### config.mk
export PLATFORM = sky130hd
export DESIGN_NAME = commutation_sequencer
export DESIGN_NICKNAME = d
export VERILOG_FILES = /design/src/rtl/motor_pkg.sv /design/src/rtl/period_timer.sv /design/src/rtl/commutation_sequencer.sv
export SDC_FILE = /design/constraint.sdc
export NUM_CORES = 1
export LEC_CHECK = 0
export ABC_AREA = 1
export CAP_MARGIN = 10
export CORE_MARGIN = 2
export CORE_UTILIZATION = 40
export DETAILED_ROUTE_END_ITERATION = 8
export DONT_BUFFER_PORTS = 1
export GPL_ROUTABILITY_DRIVEN = 0
export HOLD_SLACK_MARGIN = 0.1
export PLACE_DENSITY = 0.63
export SLEW_MARGIN = 10
export SYNTH_ARGS = -nofsm -noshare
export SYNTH_HDL_FRONTEND = slang
export SYNTH_SLANG_ARGS = --single-unit
### constraint.sdc
create_clock -name i_clk -period 7.1 [get_ports i_clk]
set_input_delay 1.42 -clock i_clk [delete_from_list [all_inputs] [get_ports i_clk]]
set_output_delay 1.42 -clock i_clk [all_outputs]
set_load 0.05 [all_outputs]
### src/rtl/motor_pkg.sv
// Shared types and constants for the motor commutation blocks.
package motor_pkg;

  typedef enum logic [2:0] {
    ST_IDLE  = 3'd0,
    ST_ALIGN = 3'd1,
    ST_RAMP  = 3'd2,
    ST_RUN   = 3'd3,
    ST_BRAKE = 3'd4
  } state_t;

  localparam logic [2:0] MAX_STEP = 3'd5;

  // Steps 6 and 7 do not exist in the six-step pattern; fall back to step 0.
  function automatic logic [2:0] sanitize_step(input logic [2:0] step);
    return (step > MAX_STEP) ? 3'd0 : step;
  endfunction

endpackage

### src/rtl/period_timer.sv
// Loadable down-counter; o_tc flags the last cycle of the loaded interval.
module period_timer #(
  parameter int K_PERIOD_W = 16
) (
  input  logic                  i_clk,
  input  logic                  i_rst_n,
  input  logic                  i_en,
  input  logic                  i_load,
  input  logic [K_PERIOD_W-1:0] i_val,
  output logic                  o_tc
);

  logic [K_PERIOD_W-1:0] cnt;

  // A load value of 0 behaves as 1 so the interval is never empty.
  always_ff @(posedge i_clk) begin
    if (!i_rst_n) begin
      cnt <= '0;
    end else if (i_load) begin
      cnt <= (i_val == '0) ? K_PERIOD_W'(1) : i_val;
    end else if (i_en && cnt > K_PERIOD_W'(1)) begin
      cnt <= cnt - K_PERIOD_W'(1);
    end
  end

  assign o_tc = i_en && (cnt <= K_PERIOD_W'(1));

endmodule

### src/rtl/commutation_sequencer.sv
// Open-loop start-up sequencer: align, accelerating ramp, steady run and timed brake.
module commutation_sequencer
  import motor_pkg::*;
#(
  parameter int K_NSUBSTEPS = 10,
  parameter int K_PERIOD_W  = 16,
  localparam int PW = $clog2(K_NSUBSTEPS)
) (
  input  logic                  i_clk,
  input  logic                  i_rst_n,
  input  logic                  i_enable,
  input  logic                  i_brake_req,
  input  logic                  i_dir,
  input  logic [2:0]            i_align_step,
  input  logic [K_PERIOD_W-1:0] i_align_cycles,
  input  logic [PW-1:0]         i_align_power,
  input  logic [PW-1:0]         i_run_power,
  input  logic [K_PERIOD_W-1:0] i_start_period,
  input  logic [K_PERIOD_W-1:0] i_run_period,
  input  logic [K_PERIOD_W-1:0] i_ramp_dec,
  input  logic [K_PERIOD_W-1:0] i_brake_cycles,
  output logic                  o_step_trigger,
  output logic                  o_force_step_trigger,
  output logic [2:0]            o_force_step_value,
  output logic [PW-1:0]         o_force_substep,
  output logic                  o_step_reverse,
  output logic                  o_brake,
  output logic [PW-1:0]         o_power,
  output logic [2:0]            o_state,
  output logic                  o_running
);

  localparam logic [PW-1:0] SUB_LAST = PW'(K_NSUBSTEPS - 1);

  function automatic logic [K_PERIOD_W-1:0] sat_sub(input logic [K_PERIOD_W-1:0] a,
                                                     input logic [K_PERIOD_W-1:0] b);
    return (a > b) ? a - b : '0;
  endfunction

  function automatic logic [K_PERIOD_W-1:0] max_p(input logic [K_PERIOD_W-1:0] a,
                                                   input logic [K_PERIOD_W-1:0] b);
    return (a > b) ? a : b;
  endfunction

  state_t                state, state_n;
  logic [PW-1:0]         sub_cnt, sub_n;
  logic [K_PERIOD_W-1:0] cur_period, period_n, period_next, ramp_start;
  logic                  tmr_en, tmr_load, tmr_tc, trig_n, stop_req;
  logic [K_PERIOD_W-1:0] tmr_val;

  assign stop_req    = i_brake_req || !i_enable;
  assign ramp_start  = max_p(i_start_period, i_run_period);
  assign period_next = max_p(sat_sub(cur_period, i_ramp_dec), i_run_period);
  assign tmr_en      = (state != ST_IDLE);

  period_timer #(.K_PERIOD_W(K_PERIOD_W)) u_timer (
    .i_clk   (i_clk),
    .i_rst_n (i_rst_n),
    .i_en    (tmr_en),
    .i_load  (tmr_load),
    .i_val   (tmr_val),
    .o_tc    (tmr_tc)
  );

  // The timer is reloaded on the same edge as each transition or pulse, so
  // intervals chain back to back without a gap cycle.
  always_comb begin
    state_n  = state;
    sub_n    = sub_cnt;
    period_n = cur_period;
    tmr_load = 1'b0;
    tmr_val  = i_run_period;
    trig_n   = 1'b0;
    case (state)
      ST_IDLE: begin
        if (i_enable && !i_brake_req) begin
          state_n  = ST_ALIGN;
          tmr_load = 1'b1;
          tmr_val  = i_align_cycles;
        end
      end
      ST_ALIGN: begin
        if (stop_req) begin
          state_n  = ST_BRAKE;
          tmr_load = 1'b1;
          tmr_val  = i_brake_cycles;
        end else if (tmr_tc) begin
          state_n  = ST_RAMP;
          tmr_load = 1'b1;
          tmr_val  = ramp_start;
          period_n = ramp_start;
          sub_n    = '0;
        end
      end
      ST_RAMP: begin
        if (stop_req) begin
          state_n  = ST_BRAKE;
          tmr_load = 1'b1;
          tmr_val  = i_brake_cycles;
        end else if (tmr_tc) begin
          trig_n   = 1'b1;
          tmr_load = 1'b1;
          if (sub_cnt == SUB_LAST) begin
            sub_n    = '0;
            period_n = period_next;
            tmr_val  = period_next;
            if (period_next == i_run_period) state_n = ST_RUN;
          end else begin
            sub_n   = sub_cnt + PW'(1);
            tmr_val = cur_period;
          end
        end
      end
      ST_RUN: begin
        if (stop_req) begin
          state_n  = ST_BRAKE;
          tmr_load = 1'b1;
          tmr_val  = i_brake_cycles;
        end else if (tmr_tc) begin
          trig_n   = 1'b1;
          tmr_load = 1'b1;
          tmr_val  = i_run_period;
        end
      end
      ST_BRAKE: begin
        if (tmr_tc) state_n = ST_IDLE;
      end
      default: state_n = ST_IDLE;
    endcase
  end

  always_ff @(posedge i_clk) begin
    if (!i_rst_n) begin
      state                <= ST_IDLE;
      sub_cnt              <= '0;
      cur_period           <= '0;
      o_step_trigger       <= 1'b0;
      o_force_step_trigger <= 1'b0;
      o_force_step_value   <= 3'd0;
      o_step_reverse       <= 1'b0;
      o_brake              <= 1'b0;
      o_power              <= '0;
      o_state              <= ST_IDLE;
      o_running            <= 1'b0;
    end else begin
      state                <= state_n;
      sub_cnt              <= sub_n;
      cur_period           <= period_n;
      o_step_trigger       <= trig_n;
      o_force_step_trigger <= (state == ST_IDLE) && (state_n == ST_ALIGN);
      if ((state == ST_IDLE) && (state_n == ST_ALIGN)) begin
        o_step_reverse     <= i_dir;
        o_force_step_value <= sanitize_step(i_align_step);
      end
      o_brake   <= (state_n == ST_BRAKE);
      o_running <= (state_n == ST_RUN);
      o_state   <= state_n;
      case (state_n)
        ST_ALIGN:       o_power <= i_align_power;
        ST_RAMP, ST_RUN: o_power <= i_run_power;
        default:        o_power <= '0;
      endcase
    end
  end

  assign o_force_substep = '0;

endmodule

# Yosys cells after proc, flatten, opt, wreduce, memory -nomap -nowiden
# Index checks and enable logic that the tools add are counted.
dict set report classes {
  n_mux 41
  bitwise 2
  n_reduce_logical 17
  n_eq_ne 14
  order_cmp 6
  n_addsub 3
}
# operator count
set op_table {}
lappend op_table {{two-way mux 16 bit} 17}
lappend op_table {{case mux 16 bit (4 select lines)} 1}
lappend op_table {{> comparator 16 bit} 3}
lappend op_table {{case mux 16 bit (2 select lines)} 1}
lappend op_table {{two-way mux 3 bit} 10}
lappend op_table {{two-way mux 4 bit} 5}
lappend op_table {{equality test 16 bit} 1}
lappend op_table {{> comparator 16 x 1 -> 1 bit, second input constant} 1}
lappend op_table {{<= comparator 16 x 1 -> 1 bit, second input constant} 1}
lappend op_table {{zero test 16 bit} 1}
lappend op_table {{case mux 4 bit (2 select lines)} 2}
lappend op_table {{subtractor 16 x 1 -> 16 bit, second input constant} 1}
lappend op_table {{subtractor 16 bit} 1}
lappend op_table {{case mux 3 bit (5 select lines)} 1}
lappend op_table {{equality test 3 x 2 -> 1 bit, second input constant} 4}
lappend op_table {{!= test 2 bit, second input constant} 4}
lappend op_table {{equality test 3 x 1 -> 1 bit, second input constant} 2}
lappend op_table {{equality test 3 bit, second input constant} 2}
lappend op_table {{OR reduction 3 bit} 2}
lappend op_table {{AND reduction 5 bit} 1}
lappend op_table {{adder 4 x 1 -> 4 bit, second input constant} 1}
lappend op_table {{equality test 4 bit, second input constant} 1}
lappend op_table {{logical AND 1 bit} 4}
lappend op_table {{nonzero test 2 bit} 2}
lappend op_table {{9 further kinds} 14}
dict set report totals {
  output_inout_bits 19
  regBits 51
}

# Depth between registers and ports, before layout
# Gate-level depths: netlist (run 1).
dict set report depth {
  depth_word 13
  mapped_depth 37
  ltp_nobuf 36
}

# Modules after synthesis
# From an unflattened synthesis (run 1), not the netlist that was laid out.
dict set report hier_totals {
  cells_unflattened 1197
  area_unflattened_um2 6921.6
}
# mod cells_each seq_area_each_um2 instances area_per_inst_um2
set by_module_without_submodules {}
lappend by_module_without_submodules {commutation_sequencer 976 700.7 1 5620.4}
lappend by_module_without_submodules {period_timer 221 320.3 1 1301.2}

# Worst setup path before layout (run 1)
# Ideal clock, no wire load.
dict set report synth_timing {
  kind {input to register}
  from {input port i_ramp_dec[0]}
  to {register u_timer.cnt[0]}
  setup_time_ps 71
  path_slack_ps 2321
  cell_stages 34
  t_arrival_ps 4708
  t_required_ps 7029
  cell_sequence {ha_1 inv_1 fa_1 nand3_1 nand3_2 nand2_1 nand2_1 nand2_2 a21oi_4 nand3_1 inv_1 ha_1 nand2_1 inv_1 nand2_1 nand2_1 a21oi_1 nand2_1 nand2_2 buf_2 nand2_1 nand3_1 nand3_1 nand2_1 nand2_1 nand2_1 nand2_1 nand2_1 nand2_1 nor2_1 nand2_1 o21bai_1 nand2_1 a21oi_1}
}
dict set report synth_between {
  elab_chain_cells 11
  elab_cells_between_ends 12
}
# item line
set synth_rtl {}
lappend synth_rtl {{start, declared} commutation_sequencer.sv:20} ;# input logic [K_PERIOD_W-1:0] i_ramp_dec,
lappend synth_rtl {{subtractor 16 bit / > comparator 16 bit (equally long branches)} commutation_sequencer.sv:37} ;# return (a > b) ? a - b : '0;
lappend synth_rtl {{two-way mux 16 bit (*)} commutation_sequencer.sv:37}
lappend synth_rtl {{> comparator 16 bit} commutation_sequencer.sv:42} ;# return (a > b) ? a : b;
lappend synth_rtl {{two-way mux 16 bit (*)} commutation_sequencer.sv:42}
lappend synth_rtl {{two-way mux 16 bit (*)} -}
lappend synth_rtl {{two-way mux 16 bit (*)} commutation_sequencer.sv:100} ;# end else if (tmr_tc) begin
lappend synth_rtl {{two-way mux 16 bit (*)} commutation_sequencer.sv:96} ;# if (stop_req) begin
lappend synth_rtl {{case mux 16 bit (4 select lines) (*)} commutation_sequencer.sv:74} ;# case (state)
lappend synth_rtl {{zero test 16 bit} period_timer.sv:20} ;# cnt <= (i_val == '0) ? K_PERIOD_W'(1) : i_val;
lappend synth_rtl {{two-way mux 16 bit (*)} period_timer.sv:20}
lappend synth_rtl {{two-way mux 16 bit (*)} period_timer.sv:19} ;# end else if (i_load) begin
lappend synth_rtl {{end signal, assigned} period_timer.sv:20}
lappend synth_rtl {{end signal, assigned} period_timer.sv:22} ;# cnt <= cnt - K_PERIOD_W'(1);
lappend synth_rtl {{end, declared} period_timer.sv:13} ;# logic [K_PERIOD_W-1:0] cnt;
# Every way passes the cells marked *; elsewhere a longest branch is shown, timed or not.
# A chain may end at the register's enable or synchronous reset.

# Final worst setup path (run 1)
# Same ends and word-level chain as after synthesis.

==> out/results.txt, run 1 <==
# rows: 47
Total negative slack: 0 ns
Fin. Hold Viols: 0
Cell Area, Placed: 6818 µm²
Critical path's largest stage delay: 0.39 ns
First-pass GRT wire length: 36.12 mm
Most numerous cell on the critical path: nand2_1
Core area: 16470 µm²
CTS root buffer: clkbuf_16
Top_reg_cell synth: dfxtp_1
Layout cells sized above 1: 0.04126
Worst Hold Class: reg -> reg
Post-synthesis instance area: 6705 µm²
#FFs+latches synth: 51
Clk sink count: 51
Worst path slowest cell: nand2_2
Fill cells: 1817
YS warnings: 0
Final Instance Area: 6965 µm²
Layout area overhead: 3.881%
Die height: 133.5 µm
Period minus WS final: 5.362 ns
Maximum clock insertion buffer count: 2
Peak VDD IR: 0.09127 mV
Die Span X: 133.5 µm
Worst-skew pair later-pin latency: 0.30 ns
Crit path max-delay family: simple AND/OR/NAND/NOR gates
Crit Path Max Fanout: 25
Async SR Flop Fraction: 0
Inserted Diodes: 0
Status: finished, final reports clean
Yosys cell types: 53
Crit. End Element: register
Final net count: 1287
Commonest non-fill, non-tap cell in the layout: nand2_1
DRC: 0
Setup bufs post-CTS: 0
Drt wl/cell: 16.75 µm
Reg clk slew, reported paths: 0.07 ns
Commonest cells after routing, fill and taps aside: nand2_1 (345), inv_1 (149), nand3_1 (117), nor2_1 (96), o21ai_0 (62)
P_leak: 3.509 nW
Avg Inst Size Synth: 5.746 µm²
Kind of critical path: in -> reg
Fin Hold WS: 0.5202 ns
Slew @ Worst Pin: 1.069 ns
Global route overflow: 0
Fin cells: 1359
Htree depth: 2
DR iter-0 viols: 744
Vias: 7623
CTS tree: done
Pwr dens: 132.9 nW/µm²
Mapped Cells: 1167
Resized Gates After CTS: 0
CP startpoint kind: input pin
Drt first pass iters: 5
Tcrit/Tclk final: 0.7552
Fmax: 186.5 MHz
Total track usage: 0.2530
Worst EP required: 7.32 ns
Vias/cell: 5.609
Final Max Tran Viols: 0
Setup violators final: 0
Initial core utilization: 0.4072
Post-synth EDFFs: 0
Relative slew slack: 0.2844
CP Data Arrival Time: 5.58 ns
WP buf/inv: 3
ANT nets after route: 0
Register area share after synthesis: 0.1523
Setup Skew: 0.009667 ns
Initial antenna violation count: 0
Dpl hpwl: 17.75 mm
Die area: 17810 µm²
Port bufs: 0
Largest net degree at the start of global routing: 52
Post-CTS Hold Buffers: 0
I/O Pins: 115
RSZ-0062 raised after global routing: false
Post-placement cell count: 1351
Core Util, Final: 0.4230
WL final: 22.77 mm
CTS Buf Count: 5
Max Cap Violations: 0
Vias in the first global route: 6839
==> cell usage after synthesis, drive strengths merged, types with 2 or more instances <==
library cell / number / area share
buf: 20 / 0.019
nand3: 121 / 0.093
o21bai: 6 / 0.0067
a211oi: 32 / 0.036
xnor2: 5 / 0.0065
o21a: 3 / 0.0034
nand4: 12 / 0.011
inv: 153 / 0.086
nand3b: 16 / 0.018
a32oi: 2 / 0.0026
nor4: 6 / 0.0075
o21ai: 67 / 0.050
dfxtp: 51 / 0.15
a41oi: 15 / 0.020
a21oi: 46 / 0.038
xor2: 9 / 0.012
ha: 52 / 0.097
a221oi: 3 / 0.0039
o211a: 2 / 0.0030
a31oi: 6 / 0.0056
nor2: 104 / 0.062
nor3: 25 / 0.019
o32ai: 6 / 0.0078
nand2: 355 / 0.20
o22ai: 2 / 0.0019
clkinv: 11 / 0.0062
o211ai: 2 / 0.0022
clkbuf: 24 / 0.013
==> layer usage <==
| layer | part of all wire | vias to the layer above | track usage |
|---|---|---|---|
| li1 | - | 3823 | - |
| met1 | 0.44 | 3403 | 0.3500 |
| met2 | 0.44 | 358 | 0.3983 |
| met3 | 0.098 | 39 | 0.06164 |
| met4 | 0.020 | 0 | 0.05792 |
| met5 | 0 | - | 0 |
==> worst reg2reg max path, delay by kind of cell (launching register included) <==
kind / cells / cell delay (ns)
buffers and inverters: 4 / 0.33
DFF: 1 / 0.44
and+or+nand+nor: 23 / 2.41
adders and majority gates: 3 / 0.68
AOI/OAI and AO/OA: 4 / 0.80
==> cell families after synthesis <==
logic type               Yosys count  share of synthesized area
AND/OR/NAND/NOR                  642                     0.4169
AO/OA/AOI/OAI                    198                     0.1881
buffers and inverters            208                     0.1239
XOR/XNOR                          14                    0.01829
flip-flops                        51                     0.1523
adder cells (fa/ha/maj)           53                     0.1000
other                              1                  0.0005593
==> power by group <==
group	leakage, nW	internal [mW]	switching (mW)
Sequential	0.416	0.305	0.0318
Combinational	3.02	0.108	0.222
Clock	0.0746	0.133	0.126
==> path summary, 6_finish.rpt <==
check	end	start	depth (start not counted)	slack, ns
max reg2reg	u_timer.cnt[0]	cur_period[0]	34	2.35
min	u_timer.cnt[0]	u_timer.cnt[0]	2	0.52
max	u_timer.cnt[0]	i_ramp_dec[0]	33	1.74
min reg2reg	u_timer.cnt[0]	u_timer.cnt[0]	2	0.52
==> sequential cells by signal, summed over array words and instances (netlist names) <==
register,count
o_brake,1
u_timer.cnt,16
o_step_trigger,1
o_force_step_value,3
sub_cnt,4
o_running,1
o_force_step_trigger,1
state,3
cur_period,16
o_step_reverse,1
o_power,4
==> stage by stage <==
| step | worst slack, ns | total power, mW |
|---|---|---|
| after floorplan | 2.322 | 0.5997 |
| after global routing | 1.219 | 0.9885 |
| after detailed placement | 1.516 | 0.6651 |
| final | 1.738 | 0.9254 |
| after global placement | 1.633 | 0.6633 |
| after CTS | 1.808 | 0.9230 |
==> final cells by class <==
cell class / instances / area [µm²] / share of cell area
clock buffer: 5 / 125.1 / 0.01796
clock inverter: 3 / 22.52 / 0.003233
inverter: 164 / 615.6 / 0.08838
multi-input combinational: 911 / 4867 / 0.6988
sequential: 51 / 1022 / 0.1468
tap: 220 / 275.3 / 0.03952
timing repair buffer: 5 / 37.54 / 0.005389
Power figures use the tool's default switching activity.
==> run 2, diff against run 1 <==
PLACE_DENSITY = 0.65   (was 0.63)
clock period = 4.9 ns   (was 7.1 ns; I/O delays follow)
==> out/results.txt, run 2 (synthesized netlist as in run 1, its figures left out) <==
Status: finished, final reports clean
Worst r2r path cells: 33
Inserted Diodes: 0
Setup violators final: 0
Worst-skew pair later-pin latency: 0.31 ns
Core Util, Final: 0.4354
Worst r2r src: cur_period[0]
Layout cells sized above 1: 0.06379
Commonest non-fill, non-tap cell in the layout: nand2_1
Drt first pass iters: 5
Post-CTS Hold Buffers: 0
Dpl hpwl: 17.92 mm
DR iter-0 viols: 809
Maximum clock insertion buffer count: 2
CTS root buffer: clkbuf_16
Vias: 7727
Initial antenna violation count: 0
Htree depth: 2
Initial core utilization: 0.4072
ANT nets after route: 0
Die area: 17810 µm²
Sw Ratio: 0.4082
Vias in the first global route: 7077
Fin. Hold Viols: 0
CP Data Arrival Time: 4.86 ns
Die Span X: 133.5 µm
Top flop regs: cur_period (16), u_timer.cnt (16)
Worst Hold Class: reg -> reg
Largest net degree at the start of global routing: 52
P_leak: 3.598 nW
Final Max Tran Viols: 0
CP endpoint: u_timer.cnt[0]
Crit. Startpoint: i_ramp_dec[0]
Layout area overhead: 6.923%
Final setup margin: 0.2587 ns
Tcrit/Tclk final: 0.9472
Setup Skew: 0.008628 ns
Reg2reg end: u_timer.cnt[0]
Worst path slowest cell: fa_1
Area of the multi-input gates: 4943 µm²
Net Sw Power: 0.5486 mW
Core area: 16470 µm²
CP startpoint kind: input pin
Total track usage: 0.2556
I/O Pins: 115
Fill cells: 1846
Port bufs: 0
Final net count: 1308
Slew @ Worst Pin: 0.9610 ns
Pwr dens: 187.5 nW/µm²
Reg clk slew, reported paths: 0.07 ns
DRC: 0
Commonest cells after routing, fill and taps aside: nand2_1 (343), inv_1 (148), nand3_1 (117), nor2_1 (96), o21ai_0 (62)
CTS Buf Count: 5
WL final: 23.10 mm
Drt wl/cell: 16.74 µm
Cell Area, Placed: 6923 µm²
Critical path's largest stage delay: 0.39 ns
Fmax: 215.5 MHz
Comb pwr share: 0.361
Reg power frac: 0.362
CTS tree: done
Kind of critical path: in -> reg
Clock network power share: 0.276
Global route overflow: 0
Storage element area: 1022 µm²
Clk sink count: 51
Die height: 133.5 µm
Cell internal pwr: 0.7955 mW
Period minus WS final: 4.641 ns
Fin Hold WS: 0.5232 ns
Worst EP required: 5.12 ns
Most numerous cell on the critical path: nand2_1
Final Instance Area: 7169 µm²
Relative slew slack: 0.3593
Crit Path Max Fanout: 9
Max Cap Violations: 0
# rows: 47
Worst R2R Setup Slack: 0.45 ns
Crit. End Element: register
Peak VDD IR: 0.1279 mV
First-pass GRT wire length: 36.58 mm
Vias/cell: 5.599
Worst slack, placed: -0.04855 ns
-- run 2: cell count changes in the layout (fill, tap and decap cells not counted), sizes merged --
cell   previous run  this run
a21oi            46        48
buf               5        22
nand2           355       357
-- run 2: area by class of cell --
cell class	count	area share
clock buffers	5	0.01745
clock inverters	3	0.003141
inverters	164	0.08586
multi-input cells	915	0.6895
flip-flops and latches	51	0.1426
well taps	220	0.03839
repair buffers	22	0.02304
-- run 2: what timing repair did --
action,CTS,global route
setup buffers,0,3
resized for setup,0,11
setup endpoints to repair,0,7
-- run 2: worst min path at each step --
stage                              start              to  slack [ns]  cells after the start
after floorplan           u_timer.cnt[0]  u_timer.cnt[0]        0.47                      2
after global placement    u_timer.cnt[0]  u_timer.cnt[0]        0.50                      2
after detailed placement  u_timer.cnt[0]  u_timer.cnt[0]        0.51                      2
after CTS                 u_timer.cnt[0]  u_timer.cnt[0]        0.52                      2
after global routing      u_timer.cnt[0]  u_timer.cnt[0]        0.54                      2
final                     u_timer.cnt[0]  u_timer.cnt[0]        0.52                      2
-- run 2: per-layer routing --
layer | wire (µm) | track usage | vias to the layer above
li1 | - | - | 3873
met1 | 10110 | 0.3406 | 3445
met2 | 9803 | 0.3975 | 358
met3 | 2344 | 0.06279 | 51
met4 | 840 | 0.1005 | 0
met5 | 0 | 0 | -
-- run 2: worst max-delay path: cells and delay by family --
kind	cells	cell delay, ns
and+or+nand+nor	21	2.01
buffers and inverters	3	0.24
AOI/OAI and AO/OA	5	0.80
adders and majority gates	3	0.83
-- run 2: power groups by stage --
stage,Combinational (mW),Clock [mW],Sequential [mW]
finish,0.485,0.372,0.487
global route,0.552,0.389,0.491
CTS,0.477,0.379,0.487
detailed placement,0.474,0,0.496
global placement,0.470,0,0.496
floorplan,0.384,0,0.485
-- run 2: metrics by stage --
| stage | instances | total power, mW | setup TNS, ns |
|---|---|---|---|
| after floorplan | 1170 | 0.8690 | 0 |
| after global placement | 1365 | 0.9661 | 0 |
| after detailed placement | 1365 | 0.9701 | -0.1514 |
| after CTS | 1373 | 1.343 | 0 |
| after global routing | 1380 | 1.432 | -0.03152 |
| final | 1380 | 1.344 | 0 |
==> run 3, diff against run 2 <==
CTS_BUF_LIST = sky130_fd_sc_hd__clkbuf_8 sky130_fd_sc_hd__clkbuf_16   (was unset)
GPL_TIMING_DRIVEN = 0   (was unset)
==> out/results.txt, run 3 (synthesized netlist as in run 1, its figures left out) <==
Critical path's largest stage delay: 0.40 ns
Layout cells sized above 1: 0.07395
CP Data Arrival Time: 4.89 ns
Vias/cell: 5.607
Layout area overhead: 9.293%
Peak VDD IR: 0.1422 mV
Setup violators final: 0
Reg2reg end: o_power[1]
Worst R2R Setup Slack: 0.49 ns
Inserted Diodes: 0
Die area: 17810 µm²
Fin. Hold Viols: 0
Worst r2r src: cur_period[0]
Crit path max-delay family: simple AND/OR/NAND/NOR gates
Port bufs: 0
Final net count: 1338
Max Cap Violations: 0
Initial antenna violation count: 0
CP startpoint kind: input pin
DR iter-0 viols: 1021
Maximum clock insertion buffer count: 2
Pwr dens: 189.2 nW/µm²
Dpl hpwl: 19.55 mm
Vias in the first global route: 6918
Final Instance Area: 7328 µm²
Drt wl/cell: 17.06 µm
Initial core utilization: 0.4072
Setup Skew: 0.01160 ns
Status: finished, final reports clean
Fmax: 215.7 MHz
ANT nets after route: 0
Global route overflow: 0
Worst EP required: 5.15 ns
Commonest cells after routing, fill and taps aside: nand2_1 (341), inv_1 (147), nand3_1 (113), nor2_1 (94), o21ai_0 (62)
Reg clk slew, reported paths: 0.08 ns
Crit Path Max Fanout: 10
Tcrit/Tclk final: 0.9463
Hold Path Origin: u_timer.cnt[0]
Worst r2r path cells: 31
Cell Area, Placed: 6992 µm²
Most numerous cell on the critical path: nand2_1
CTS root buffer: clkbuf_16
WHS Endpoint: u_timer.cnt[0]
Slew @ Worst Pin: 0.7346 ns
Worst Hold Class: reg -> reg
Crit. End Element: register
Period minus WS final: 4.637 ns
Total track usage: 0.2643
Post-placement cell count: 1390
WL final: 24.05 mm
Largest net degree at the start of global routing: 19
Commonest non-fill, non-tap cell in the layout: nand2_1
Top flop regs: cur_period (16), u_timer.cnt (16)
Die Span X: 133.5 µm
Htree depth: 2
First-pass GRT wire length: 36.99 mm
Drt first pass iters: 6
I/O Pins: 115
WP buf/inv: 5
Final Max Tran Viols: 0
DRC: 0
Fill cells: 1834
Clk sink count: 51
CTS tree: done
Worst-skew pair later-pin latency: 0.32 ns
Fin cells: 1410
P_leak: 3.672 nW
Fin Hold WS: 0.5201 ns
Core area: 16470 µm²
# rows: 47
Die height: 133.5 µm
Worst path slowest cell: fa_2
CTS Buf Count: 5
Relative slew slack: 0.5103
Worst Hold Path Cells: 2
Vias: 7906
Kind of critical path: in -> reg
==> run 3: area by class of cell <==
type | count | area [µm²] | area share
Sequential cell | 51 | 1021 | 0.1393
Tap cell | 220 | 275.3 | 0.03756
Timing Repair Buffer | 12 | 107.6 | 0.01468
Clock buffer | 5 | 125.1 | 0.01707
Buffer | 44 | 225.2 | 0.03073
Inverter | 164 | 615.6 | 0.08400
Clock inverter | 3 | 25.02 | 0.003415
Multi-Input combinational cell | 911 | 4933 | 0.6732
==> run 3: how the worst max path moves through the flow <==
| stage | slack (ns) | start | cells after the start | end |
|---|---|---|---|---|
| 2_1_floorplan | 0.56 | i_ramp_dec[0] | 34 | u_timer.cnt[0] |
| 3_3_place_gp | -0.15 | i_ramp_dec[0] | 34 | u_timer.cnt[0] |
| 3_5_place_dp | -0.18 | i_ramp_dec[0] | 30 | o_power[2] |
| 4_1_cts | 0.13 | i_ramp_dec[0] | 28 | o_power[2] |
| 5_1_grt | -0.03 | i_ramp_dec[0] | 32 | o_power[0] |
| 6_report | 0.26 | i_ramp_dec[0] | 30 | o_power[1] |
==> run 3: per-stage QoR <==
step / setup TNS, ns / util / setup slack, ns / total power, mW
finish: 0 / 0.4451 / 0.2632 / 1.386
global route: -0.06506 / 0.4451 / -0.02579 / 1.468
CTS: 0 / 0.4337 / 0.1317 / 1.363
detailed placement: -1.059 / 0.4246 / -0.1758 / 0.9821
global placement: -0.7916 / 0.4246 / -0.1536 / 0.9766
floorplan: 0 / - / 0.5615 / 0.8690
==> run 3: where the power goes <==
group	switching, mW	internal [mW]	total, mW	leakage [nW]
combinational	0.343	0.168	0.511	3.19
clock	0.198	0.194	0.393	0.0708
sequential	0.0411	0.441	0.482	0.415
==> run 3: tightest hold or removal path, delay by kind of cell (launching register included) <==
kind / cells / cell delay [ns]
flops: 1 / 0.35
compound gates: 1 / 0.06
simple gates: 1 / 0.08
==> run 3: routing by layer <==
metal  vias to the layer above  GRT usage  wire (µm)
met5                         -          0          0
met4                         0    0.06147        473
met3                        42    0.07002       2838
met2                       381     0.4041      10110
met1                      3556     0.3715      10630
li1                       3927          -          -
==> run 3: what timing repair did <==
item	in CTS	in global routing
gates resized for setup	0	26
hold buffers	0	0
hold endpoints to repair	0	0
buffers inserted	0	11
setup endpoints to repair	0	7
